[config.mk]
export PLATFORM = sky130hd
export DESIGN_NAME = hazard_sequencer
export DESIGN_NICKNAME = d
export VERILOG_FILES = /design/src/rtl/riscv_pipe_pkg.sv /design/src/rtl/hazard_fwd_sel.sv /design/src/rtl/hazard_sequencer.sv
export SDC_FILE = /design/constraint.sdc
export NUM_CORES = 1
export LEC_CHECK = 0
export BUFFER_PORTS_ARGS = -buffer_cell sky130_fd_sc_hd__buf_2
export CORE_UTILIZATION = 35
export DETAILED_ROUTE_END_ITERATION = 12
export PLACE_DENSITY = 0.83
export SLEW_MARGIN = 20
export SYNTH_ARGS = -nofsm -noshare
export SYNTH_HDL_FRONTEND = slang
export SYNTH_SLANG_ARGS = --single-unit
[constraint.sdc]
create_clock -name clk -period 1.9 [get_ports clk]
set_input_delay 0.285 -clock clk [delete_from_list [all_inputs] [get_ports clk]]
set_output_delay 0.285 -clock clk [all_outputs]
set_load 0.1 [all_outputs]
[src/rtl/riscv_pipe_pkg.sv]
// riscv_pipe_pkg: shared hazard-unit types, result-select and forward-select encodings
package riscv_pipe_pkg;
    typedef enum logic [1:0] {
        RUN      = 2'b00,
        MDU_WAIT = 2'b01,
        MEM_WAIT = 2'b10
    } state_e;
    localparam logic [1:0] RES_MEM = 2'b01;
    localparam logic [1:0] FWD_RF  = 2'b00;
    localparam logic [1:0] FWD_WB  = 2'b01;
    localparam logic [1:0] FWD_MEM = 2'b10;
endpackage

[src/rtl/hazard_fwd_sel.sv]
// hazard_fwd_sel: per-operand forward select; the M stage wins over W as it holds newer data
module hazard_fwd_sel
    import riscv_pipe_pkg::*;
(
    input  logic [4:0] rs_e,
    input  logic [4:0] rd_m,
    input  logic [4:0] rd_w,
    input  logic       reg_write_m,
    input  logic       reg_write_w,
    output logic [1:0] fwd
);
    always_comb
        fwd = (reg_write_m && rd_m != 5'd0 && rd_m == rs_e) ? FWD_MEM :
              (reg_write_w && rd_w != 5'd0 && rd_w == rs_e) ? FWD_WB : FWD_RF;
endmodule

[src/rtl/hazard_sequencer.sv]
// hazard_sequencer: pipeline stall/flush FSM with operand forwarding.
// Optional performance counters enabled by defining HAZARD_PERF_CNT_EN.
module hazard_sequencer
    import riscv_pipe_pkg::*;
(
    input  logic        clk,
    input  logic        rst_n,
    input  logic [4:0]  Rs1D,
    input  logic [4:0]  Rs2D,
    input  logic [4:0]  Rs1E,
    input  logic [4:0]  Rs2E,
    input  logic [4:0]  RdE,
    input  logic [1:0]  ResultSrcE,
    input  logic        PCSrcE,
    input  logic [4:0]  RdM,
    input  logic [4:0]  RdW,
    input  logic        RegWriteM,
    input  logic        RegWriteW,
    input  logic        MduReqE,
    input  logic        MduDone,
    input  logic        DmemReqM,
    input  logic        DmemReady,
    output logic        StallF,
    output logic        StallD,
    output logic        StallE,
    output logic        StallM,
    output logic        FlushD,
    output logic        FlushE,
    output logic        FlushM,
    output logic        FlushW,
    output logic [1:0]  ForwardAE,
    output logic [1:0]  ForwardBE,
    output logic        MduStart,
    output logic [1:0]  StateO,
    output logic [31:0] StallCnt,
    output logic [31:0] FlushCnt
);
    state_e state_q, state_d;
    logic   load_use;

    hazard_fwd_sel u_fwd_a (.rs_e(Rs1E), .rd_m(RdM), .rd_w(RdW), .reg_write_m(RegWriteM),
                            .reg_write_w(RegWriteW), .fwd(ForwardAE));
    hazard_fwd_sel u_fwd_b (.rs_e(Rs2E), .rd_m(RdM), .rd_w(RdW), .reg_write_m(RegWriteM),
                            .reg_write_w(RegWriteW), .fwd(ForwardBE));

    assign load_use = ResultSrcE == RES_MEM && RdE != 5'd0 && (RdE == Rs1D || RdE == Rs2D);
    assign StateO   = state_q;

    // Outputs are gated by rst_n so nothing stalls or flushes while reset is held.
    always_comb begin
        {StallF, StallD, StallE, StallM, FlushD, FlushE, FlushM, FlushW, MduStart} = '0;
        state_d = state_q;
        if (rst_n)
            case (state_q)
                RUN:
                    if (DmemReqM && !DmemReady) begin
                        {StallF, StallD, StallE, StallM, FlushW} = '1;
                        state_d = MEM_WAIT;
                    end else if (MduReqE) begin
                        {MduStart, StallF, StallD, StallE, FlushM} = '1;
                        state_d = MDU_WAIT;
                    end else if (PCSrcE) begin
                        {FlushD, FlushE} = '1;
                    end else if (load_use) begin
                        {StallF, StallD, FlushE} = '1;
                    end
                MDU_WAIT:
                    if (!MduDone) {StallF, StallD, StallE, FlushM} = '1;
                    else state_d = RUN;
                MEM_WAIT:
                    if (!DmemReady) {StallF, StallD, StallE, StallM, FlushW} = '1;
                    else state_d = RUN;
                default:
                    state_d = RUN;
            endcase
    end

    always_ff @(posedge clk or negedge rst_n)
        if (!rst_n) state_q <= RUN;
        else        state_q <= state_d;

`ifdef HAZARD_PERF_CNT_EN
    logic [31:0] stall_cnt_q, stall_cnt_d, flush_cnt_q, flush_cnt_d;
    always_comb begin
        stall_cnt_d = stall_cnt_q + {31'd0, StallF && stall_cnt_q != '1};
        flush_cnt_d = flush_cnt_q + {31'd0, FlushD && flush_cnt_q != '1};
    end
    always_ff @(posedge clk or negedge rst_n)
        if (!rst_n) begin
            stall_cnt_q <= '0;
            flush_cnt_q <= '0;
        end else begin
            stall_cnt_q <= stall_cnt_d;
            flush_cnt_q <= flush_cnt_d;
        end
    assign StallCnt = stall_cnt_q;
    assign FlushCnt = flush_cnt_q;
`else
    assign StallCnt = '0;
    assign FlushCnt = '0;
`endif

    // An MDU op in E can be neither a redirect nor a load.
    a_mdu_exclusive: assert property (@(posedge clk) disable iff (!rst_n)
        !(MduReqE && (PCSrcE || ResultSrcE == RES_MEM)));
endmodule
==> impl_table.tex <==
\begin{tabular}{lr}
\hline
Metric & Value \\
\hline
\multicolumn{2}{l}{\textbf{Global route}} \\
Largest net degree at the start of global routing & 10 \\
Vias in the first global route & 958 \\
Number of antenna violations at the first check in global routing & 0 \\
M2 GR Usage & 0.327 \\
First-pass GRT wire length & 4030 um \\
Total track usage & 0.156 \\
Global-route track usage on met1 & 0.154 \\
Met3 capacity usage during global routing & 0.0264 \\
Most congested layer reported by global routing & met2 \\
Total gr overflow & 0 \\
\multicolumn{2}{l}{\textbf{Setup path}} \\
Length in cells of the worst reg-to-reg path & 3 \\
R2R Setup Slk & 0.74 ns \\
Startpoint-to-endpoint class of the critical path & flop to primary output \\
Maximum net fanout on the critical path & 2 \\
Endpoint arrival time on the critical path & around 1.7 ns \\
Worst flop-to-flop path endpoint & StateO[0]\$\_DFFE\_PN0P\_ \\
Startpoint of the most critical register-to-register path & StateO[0]\$\_DFFE\_PN0P\_ \\
Critical path required time & 1.62 ns \\
Critical path capture point type & primary output \\
CP startpoint kind & flop \\
\multicolumn{2}{l}{\textbf{Final layout}} \\
Filler Cell Count & between 200 and 300 \\
Area growth from synthesis to layout & 66.1\% \\
Fraction of final layout cells sized beyond drive strength 1 & 0.500 \\
Design area & 0.00185 mm2 \\
Max FFs per register & 2 \\
Post-layout util & 0.611 \\
Number of antenna diodes & 0 \\
Number of nets at the end of the flow & 274 \\
Finished Layout Cells & 270 \\
\multicolumn{2}{l}{\textbf{Placed design}} \\
GP Congestion & 0.848 \\
Count of input and output buffers & 60 \\
DP Area & approximately 0.0017 mm2 \\
HPWL after DPL & 2330 um \\
Total instance count after detailed placement & 263 \\
\multicolumn{2}{l}{\textbf{Synthesis}} \\
Asr flop ratio synth & 1.00 \\
Number of synthesized flops with an enable pin & 0 \\
Register bit total from synthesis & 2 \\
Part of the Yosys area used for sequential elements & 0.0449 \\
Number of warnings issued by yosys & 0 \\
Cell taking the most area after synthesis & sky130\_fd\_sc\_hd\_\_buf\_4 \\
Top area cells in the synthesized netlist & sky130\_fd\_sc\_hd\_\_buf\_4, sky130\_fd\_sc\_hd\_\_xor2\_1, sky130\_fd\_sc\_hd\_\_xnor2\_1 \\
Count of unique library cells instantiated by Yosys & 27 \\
Primary FF master, synth & sky130\_fd\_sc\_hd\_\_dfrtp\_1 \\
Post-synth top area share & 0.445 \\
Top-count cell post-synth & sky130\_fd\_sc\_hd\_\_buf\_4 \\
Netlist area before placement & 0.00111 mm2 \\
Post-synthesis cell count & 149 \\
Synth Area per Inst & 7.47 um2 \\
List of most frequent post-synthesis cells & sky130\_fd\_sc\_hd\_\_buf\_4, sky130\_fd\_sc\_hd\_\_xor2\_1, sky130\_fd\_sc\_hd\_\_nor2\_1 \\
\multicolumn{2}{l}{\textbf{STA}} \\
Slew Limit Fails & 0 \\
Worst slew pin tran & 0.502 ns \\
Final count of negative-setup-slack endpoints & 7 \\
Crit share post-route & 1.06 \\
Relative slew margins & 0.665 \\
Hold Fails Final Rpt & 0 \\
Worst clock skew on the final layout & 0.00394 ns \\
Sum of negative setup slack & -0.468 ns \\
Setup slack after layout & -0.112 ns \\
Upper clock frequency limit & 497 MHz \\
RSZ-0062 raised after global routing & true \\
Final hold slack & 0.391 ns \\
Final Critical Period & 2.01 ns \\
\multicolumn{2}{l}{\textbf{Routing}} \\
Total wire length after detailed routing & 2760 um \\
Overall via count from detail\_route & 1059 \\
Routed vias/inst & approximately 3.9 \\
Number of routed nets with antenna violations & 0 \\
Per-cell routed wire length & between 10 and 15 um \\
Residual DRC count & 0 \\
Number of search-and-repair iterations in the first detailed-routing pass & 3 \\
Initial detailed-routing violation count & 14 \\
\multicolumn{2}{l}{\textbf{Die}} \\
Num ports & 125 \\
Floorplan core area & 0.00303 mm2 \\
Width of the chip & 58.4 um \\
Standard-cell row count & 20 \\
Starting utilization of the core area & 0.368 \\
Die area & 0.00341 mm2 \\
Die extent in y & 58.4 um \\
\multicolumn{2}{l}{\textbf{Power}} \\
Power per cell area & $\sim$790 mW/mm2 \\
Maximum resistive drop on vdd & 0.369 mV \\
Leak & 0.915 nW \\
\multicolumn{2}{l}{\textbf{Flow run}} \\
Maximum Capacitance Violations & 0 \\
\multicolumn{2}{l}{\textbf{Clock tree}} \\
Clk Latency, worst-skew pair & 0.23 ns \\
Total clock sinks & 2 \\
Max Root-Sink Buffers & 2 \\
CTS buffer count & 3 \\
CTS HTree Levels & 1 \\
Clock slew seen by the registers of the worst setup and hold paths & 0.03 ns \\
Root buffer selected by CTS & sky130\_fd\_sc\_hd\_\_clkbuf\_4 \\
TritonCTS clock tree & done \\
\multicolumn{2}{l}{\textbf{Min path}} \\
Hold worst-path end & StateO[1]\$\_DFFE\_PN0P\_ \\
Worst hold path class & input pin to flop \\
Number of cells on the worst hold path & 4 \\
Startpoint of the most critical hold path & DmemReady \\
\multicolumn{2}{l}{\textbf{Outcome}} \\
Status & complete, but fails checks \\
Failing checks & setup timing \\
\hline
\end{tabular}
## cells by family (layout without fill, tap and decap cells)
group | after synthesis | count (layout) | synth area share
xor+xnor | 30 | 30 | 0.236
buf+inv | 68 | 82 | 0.453
simple gates | 34 | 34 | 0.176
other cells | 1 | 64 | 0.00337
compound gates | 14 | 14 | 0.0865
flops | 2 | 2 | 0.0449
## stage by stage
stage	total power, mW	setup WS (ns)
after floorplan	1.20	-0.621
after detailed placement	1.32	-0.128
after global placement	1.31	-0.0573
after global routing	1.51	-0.164
final	1.46	-0.112
after CTS	1.44	-0.122
## cell usage in the layout (no fill, tap or decap), drive strengths merged, types with 3 or more instances in the layout
cell / instances
nor2: 9
o21bai: 3
a21oi: 3
xor2: 24
buf: 77
nand2b: 4
clkbuf: 3
nor3: 5
xnor2: 6
or4: 4
nor4: 5
o21ai: 3
conb: 64
## how the worst max path moves through the flow
stage,slack (ns),cells past startpoint,start,to
after global routing,-0.16,5,StateO[1]$_DFFE_PN0P_,FlushE
after floorplan,-0.62,4,RdM[4],ForwardAE[0]
after global placement,-0.06,6,RdW[1],ForwardAE[0]
after CTS,-0.12,5,StateO[1]$_DFFE_PN0P_,FlushE
final,-0.11,5,StateO[1]$_DFFE_PN0P_,FlushE
after detailed placement,-0.13,6,RdW[4],ForwardBE[0]
## what timing repair did
action	CTS	global route
endpoints found under the setup margin	7	7
hold buffers	1	0
buffers inserted	3	0
resized for setup	10	11
pin swaps	9	6
hold endpoints to repair	2	0
## final cells by class
| class | count | area [um2] | area share |
|---|---|---|---|
| multi-input combinational | 142 | 1040 | 0.562 |
| timing repair buffer | 78 | 672 | 0.363 |
| sequential | 2 | 57.6 | 0.0311 |
| tap | 44 | 55.1 | 0.0298 |
| clock buffer | 3 | 22.5 | 0.0122 |
| inverter | 1 | 3.75 | 0.00203 |
## power by group
group | total [mW] | leakage (nW) | switching (mW) | internal [mW]
Sequential | 0.0639 | 0.0225 | 0.00518 | 0.0588
Combinational | 1.30 | 0.878 | 1.01 | 0.292
Clock | 0.0953 | 0.0138 | 0.0256 | 0.0698
## critical path, stage by stage, from the launching register on
cell and delay [ns]:
sky130_fd_sc_hd__dfrtp_4 0.46, sky130_fd_sc_hd__or3b_4 0.42, sky130_fd_sc_hd__nor3_4 0.14, sky130_fd_sc_hd__and2_4 0.17, sky130_fd_sc_hd__o21bai_4 0.12, sky130_fd_sc_hd__buf_12 0.19
## layer usage
layer | vias up | share of wire
met5 | - | 0
met4 | 0 | 0.0098
met3 | 2 | 0.083
met2 | 69 | 0.58
met1 | 474 | 0.33
li1 | 514 | -
(Power assumes the default switching activity.)
